==> src/rtl/trace_pkg.sv <==
// trace_pkg: shared state encoding, entry layout and default sizes for the datapath trace buffer.
package trace_pkg;
  localparam int DEF_DATA_W = 32;
  localparam int DEF_DEPTH = 8;
  localparam int DEF_CNT_W = 16;
  typedef enum logic [1:0] {
    IDLE = 2'd0,
    ARMED = 2'd1,
    CAPTURE = 2'd2,
    DONE = 2'd3
  } trace_state_t;
  typedef struct packed {
    logic [DEF_DATA_W-1:0] pc_q;
    logic [DEF_DATA_W-1:0] pc_d;
    logic [DEF_DATA_W-1:0] instruction;
    logic reg_write_en;
  } trace_entry_t;
endpackage

==> src/rtl/trace_ring.sv <==
// trace_ring: circular entry store; a write into a full ring overwrites the oldest entry.
module trace_ring #(
  parameter int DEPTH = 8,
  parameter int W = 97
) (
  input  logic         clock,
  input  logic         reset,
  input  logic         clr,
  input  logic         wr,
  input  logic         rd,
  input  logic [W-1:0] wdata,
  output logic [W-1:0] rdata,
  output logic         full,
  output logic         empty
);
  localparam int AW = $clog2(DEPTH);
  logic [W-1:0] mem [DEPTH];
  logic [AW-1:0] wp, rp;
  logic [AW:0] count;
  assign full = count == (AW+1)'(DEPTH);
  assign empty = count == '0;
  assign rdata = mem[rp];
  always_ff @(posedge clock)
    if (wr) mem[wp] <= wdata;
  always_ff @(posedge clock or posedge reset)
    if (reset) begin
      wp <= '0;
      rp <= '0;
      count <= '0;
    end else if (clr) begin
      wp <= '0;
      rp <= '0;
      count <= '0;
    end else if (wr) begin
      wp <= wp + 1'b1;
      if (full) rp <= rp + 1'b1;
      else count <= count + 1'b1;
    end else if (rd && !empty) begin
      rp <= rp + 1'b1;
      count <= count - 1'b1;
    end
endmodule

==> src/rtl/datapath_trace_buffer.sv <==
// datapath_trace_buffer: captures per-cycle DataPath state into a ring, halts after a limit, drains oldest-first.
// Optional trigger-PC start condition enabled by TRACE_TRIGGER_EN.
module datapath_trace_buffer
  import trace_pkg::*;
#(
  parameter int DATA_W = DEF_DATA_W,
  parameter int DEPTH = DEF_DEPTH,
  parameter int CNT_W = DEF_CNT_W
) (
  input  logic                clock,
  input  logic                reset,
  input  logic [DATA_W-1:0]   pc_q,
  input  logic [DATA_W-1:0]   pc_d,
  input  logic [DATA_W-1:0]   instruction,
  input  logic                reg_write_en,
  input  logic                arm,
  input  logic [CNT_W-1:0]    stop_limit,
  input  logic [DATA_W-1:0]   trig_pc,
  output logic                halt,
  output logic [CNT_W-1:0]    cycle_count,
  output logic                overflow,
  output logic                rd_valid,
  input  logic                rd_ready,
  output logic [3*DATA_W:0]   rd_data,
  output logic [1:0]          state
);
  localparam int EW = 3*DATA_W + 1;
  trace_state_t cur, nxt;
  logic [CNT_W-1:0] limit, cnt_inc;
  logic trig_hit, cap, pop, full, empty;
  logic [EW-1:0] head;
`ifdef TRACE_TRIGGER_EN
  logic [DATA_W-1:0] trig;
  always_ff @(posedge clock or posedge reset)
    if (reset) trig <= '0;
    else if (arm) trig <= trig_pc;
  assign trig_hit = pc_q == trig;
`else
  logic unused_trig;
  assign unused_trig = ^trig_pc;
  assign trig_hit = 1'b1;
`endif
  assign cnt_inc = &cycle_count ? cycle_count : cycle_count + 1'b1;
  assign cap = !arm && (cur == CAPTURE || (cur == ARMED && trig_hit));
  assign pop = !arm && cur == DONE && !empty && rd_ready;
  always_comb begin
    nxt = cur;
    nxt = arm ? ARMED : cap ? (cnt_inc == limit ? DONE : CAPTURE) : cur;
  end
  always_ff @(posedge clock or posedge reset)
    if (reset) begin
      cur <= IDLE;
      limit <= CNT_W'(1);
      cycle_count <= '0;
      overflow <= 1'b0;
    end else begin
      cur <= nxt;
      if (arm) begin
        limit <= stop_limit == '0 ? CNT_W'(1) : stop_limit;
        cycle_count <= '0;
        overflow <= 1'b0;
      end else if (cap) begin
        cycle_count <= cnt_inc;
        if (full) overflow <= 1'b1;
      end
    end
  trace_ring #(.DEPTH(DEPTH), .W(EW)) ring (
    .clock (clock),
    .reset (reset),
    .clr   (arm),
    .wr    (cap),
    .rd    (pop),
    .wdata ({pc_q, pc_d, instruction, reg_write_en}),
    .rdata (head),
    .full  (full),
    .empty (empty)
  );
  assign halt = cur == DONE;
  assign rd_valid = halt && !empty;
  assign rd_data = rd_valid ? head : '0;
  assign state = cur;
endmodule

==> config.mk <==
export PLATFORM = sky130hd
export DESIGN_NAME = datapath_trace_buffer
export DESIGN_NICKNAME = d
export VERILOG_FILES = /design/src/rtl/trace_pkg.sv /design/src/rtl/trace_ring.sv /design/src/rtl/datapath_trace_buffer.sv
export SDC_FILE = /design/constraint.sdc
export NUM_CORES = 1
export LEC_CHECK = 0
export ABC_AREA = 1
export BUFFER_PORTS_ARGS = -buffer_cell sky130_fd_sc_hd__buf_2
export CAP_MARGIN = 20
export CORE_MARGIN = 10
export CORE_UTILIZATION = 35
export DETAILED_ROUTE_END_ITERATION = 10
export PLACE_DENSITY_LB_ADDON = 0.08
export RECOVER_POWER = 50
export SETUP_SLACK_MARGIN = 0.02
export SLEW_MARGIN = 20
export SYNTH_ARGS = -nofsm -noshare
export SYNTH_HDL_FRONTEND = slang
export SYNTH_SLANG_ARGS = --single-unit
==> constraint.sdc <==
create_clock -name clock -period 5.8 [get_ports clock]
set_input_delay 0.29 -clock clock [delete_from_list [all_inputs] [get_ports clock]]
set_output_delay 0.29 -clock clock [all_outputs]
set_load 0.01 [all_outputs]
==> impl_metrics.toml <==
[timing]
rsz0062_at_grt = "false"
max_clock_freq_mhz = 248
tns_ns = 0
hold_slack_ns = 0.0781
skew_ns = 0.0248
period_needed_ns = 4.03
fin_crit_sh = 0.694
relSlewSlack = -0.782
maxSlewViolCount = 46
worstMarginPinSlew_ns = 2.67
hold_viol = 0
setup_viol = 0

[outcome]
violations = "max-capacitance violations, max-slew violations"
outcome = "finished with violations"

[yosys]
synth_top_area_frac = 0.716
netlist_top_cells_area = "edfxtp_1, o21ai_0, nor2_1"
synth_cells = 2594
synth-xor-area-share = 0.00161
syn_nets = 2750
synth_enable_flop_cells = 776
yosys.area.top_type = "edfxtp_1"
synth-main-ff-cell = "edfxtp_1"
syn_avg_cell_area_um2 = 12.5
ys_ff_latch = 821
synthArstFlopShare = 0.0548
ys_seq_area_frac = 0.750
synthAdderAreaFrac = 0.00292
synth.most_common_cell = "edfxtp_1"
yosys_warnings = 0
synth.area.mux_share = 0
yosys-top-cells-count = "edfxtp_1, nor2_1, o21ai_0"
synth_simple_gate_area_frac = 0.0966
synth_cell_types = 33
synth_top_family_by_area = "compound AO/OA/AOI/OAI gates"
synth_compound_area_frac = 0.121
syn_area_um2 = 32600

[floorplan]
initial_core_util = 0.354
dieArea_um2 = 106000
die_width_um = 325
fp.dieH_um = 325
core_um2 = 91900
fp-row-count = 111
io-pin-count = 267

[cts]
cts_setup_buffers = 0
clock-sinks = 821
ctsResizeCount = 0
clockRootBuffer = "clkbuf_16"
htree_levels = 3
clk_latency_ns = 0.66
clockBufferDepth = 3
cts_made_buffers = 92
clkTransAtPathRegs_ns = 0.06
cts_hold_buffers = 115
tritoncts = "built"

[route]
dr.pass1.iters = 5
vias_per_cell = 5.02
drt_iter0_markers = 1286
wire_per_inst_um = 21.2
ant_nets = 0
drt-total-wl_um = 89400
vias = 21190
drc = 0

[worst_setup_path]
r2r_cells = 8
cp_data_arrival_time_ns = 4.32
reg2reg_from = "state[0]"
path_class = "flip-flop to flip-flop"
crit_fanout = 33
r2r_slack_ns = 1.77
worst_setup_path_start_kind = "flip-flop"
endpoint_kind = "flip-flop"
r2r_end = "ring.mem[2][60]"
crit_required_ns = 6.10

[flow_run]
maxCapViolations = 1

[global_routing]
grt-ovfl-total = 0
grt_max_degree = 186
grt_pass1_wl_um = 134000
antenna_found_initial = 7
grt_usage = 0.164
first_global_vias = 21547

[pwr]
irDropWorstVdd_mv = 0.262
leakagePower_nw = 13.1
power_w = 0.0170
p_per_area_nw_per_um2 = 437

[worst_hold_path]
holdCritStartpoint = "rd_ready"
min_to = "ring.count[0]"
hp-class = "input pin to flip-flop"
whs_path_depth = 6

[placement]
dp_hpwl_um = 45700
place_congestion = 0.775
numPortBuffers = 234

[final_layout]
drive_gt1_frac = 0.102
fin_nets = 3062
regArea_um2 = 24400
area_growth_pct = 19.5
nFillCells = 8612
multiInputGateArea_um2 = 7280
layer usage:
layer | up-vias | routed length [um] | global-route usage
met5 | - | 46 | 0
met3 | 118 | 4000 | 0.0301
li1 | 10109 | - | -
met1 | 10533 | 39700 | 0.214
met4 | 8 | 1700 | 0.0444
met2 | 422 | 43900 | 0.280
power by group:
group / total, W / switching [W] / internal, W
Clock: 0.00546 / 0.00230 / 0.00315
Sequential: 0.00725 / 0.000189 / 0.00706
Combinational: 0.00429 / 0.00307 / 0.00121
worst max path at each step:
stage | startpoint | end | slack, ns | depth (start not counted)
5_1_grt | state[0] | ring.mem[4][25] | 1.47 | 7
6_report | state[0] | ring.mem[2][60] | 1.77 | 8
2_1_floorplan | state[0] | ring.mem[0][0] | -0.03 | 5
4_1_cts | ring.rp[0] | rd_data[88] | 1.72 | 7
3_3_place_gp | ring.rp[0] | rd_data[88] | 2.46 | 7
3_5_place_dp | ring.rp[0] | rd_data[88] | 2.44 | 7
cell type report:
class,instances,area share
sequential,821,0.628
multi-input combinational,1547,0.187
timing repair buffer,386,0.0661
clock buffer,111,0.0616
tap,1243,0.0400
clock inverter,53,0.0105
inverter,58,0.00605
antenna,4,0.000257
through the flow:
step	worst slack, ns	instances	cell area (um2)	utilization
5_1_grt	1.47	4222	38900	0.423
2_1_floorplan	-0.0256	2594	32600	-
6_report	1.77	4223	38900	0.423
3_3_place_gp	2.46	3940	35100	0.382
3_5_place_dp	2.44	3940	35100	0.382
4_1_cts	1.72	4219	39000	0.425
placed cells by master, fill, tap and decap left out, types with 32 or more instances in the layout:
cell,instances
clkbuf_1,138
buf_2,116
nand2_1,124
dlygate4sd3_1,115
nand3_1,32
nor2_1,611
edfxtp_1,776
o22ai_1,103
o21ai_0,519
dfrtp_1,42
a31oi_1,97
clkbuf_16,93
inv_1,52
worst max-delay path, stage by stage (launching register included):
cell and delay (ns):
dfrtp_1 0.40, ha_1 0.41, inv_1 0.08, nor2_2 0.07, clkbuf_1 0.85, nand2_1 0.52, nor2_4 0.21, buf_4 0.58
buf_4 0.50
sequential cells by signal (all words and copies together) (netlist names):
signal / count
cycle_count: 16
limit: 16
overflow: 1
ring.count: 4
ring.mem: 776
ring.rp: 3
ring.wp: 3
state: 2
logic make-up after synthesis:
family	count (synthesis)
AOI/OAI and AO/OA	730
xor gates and xnor gates	6
adders and majority gates	7
buffers and inverters	226
DFF	821
and+or+nand+nor	804
(Power assumes the default switching activity.)
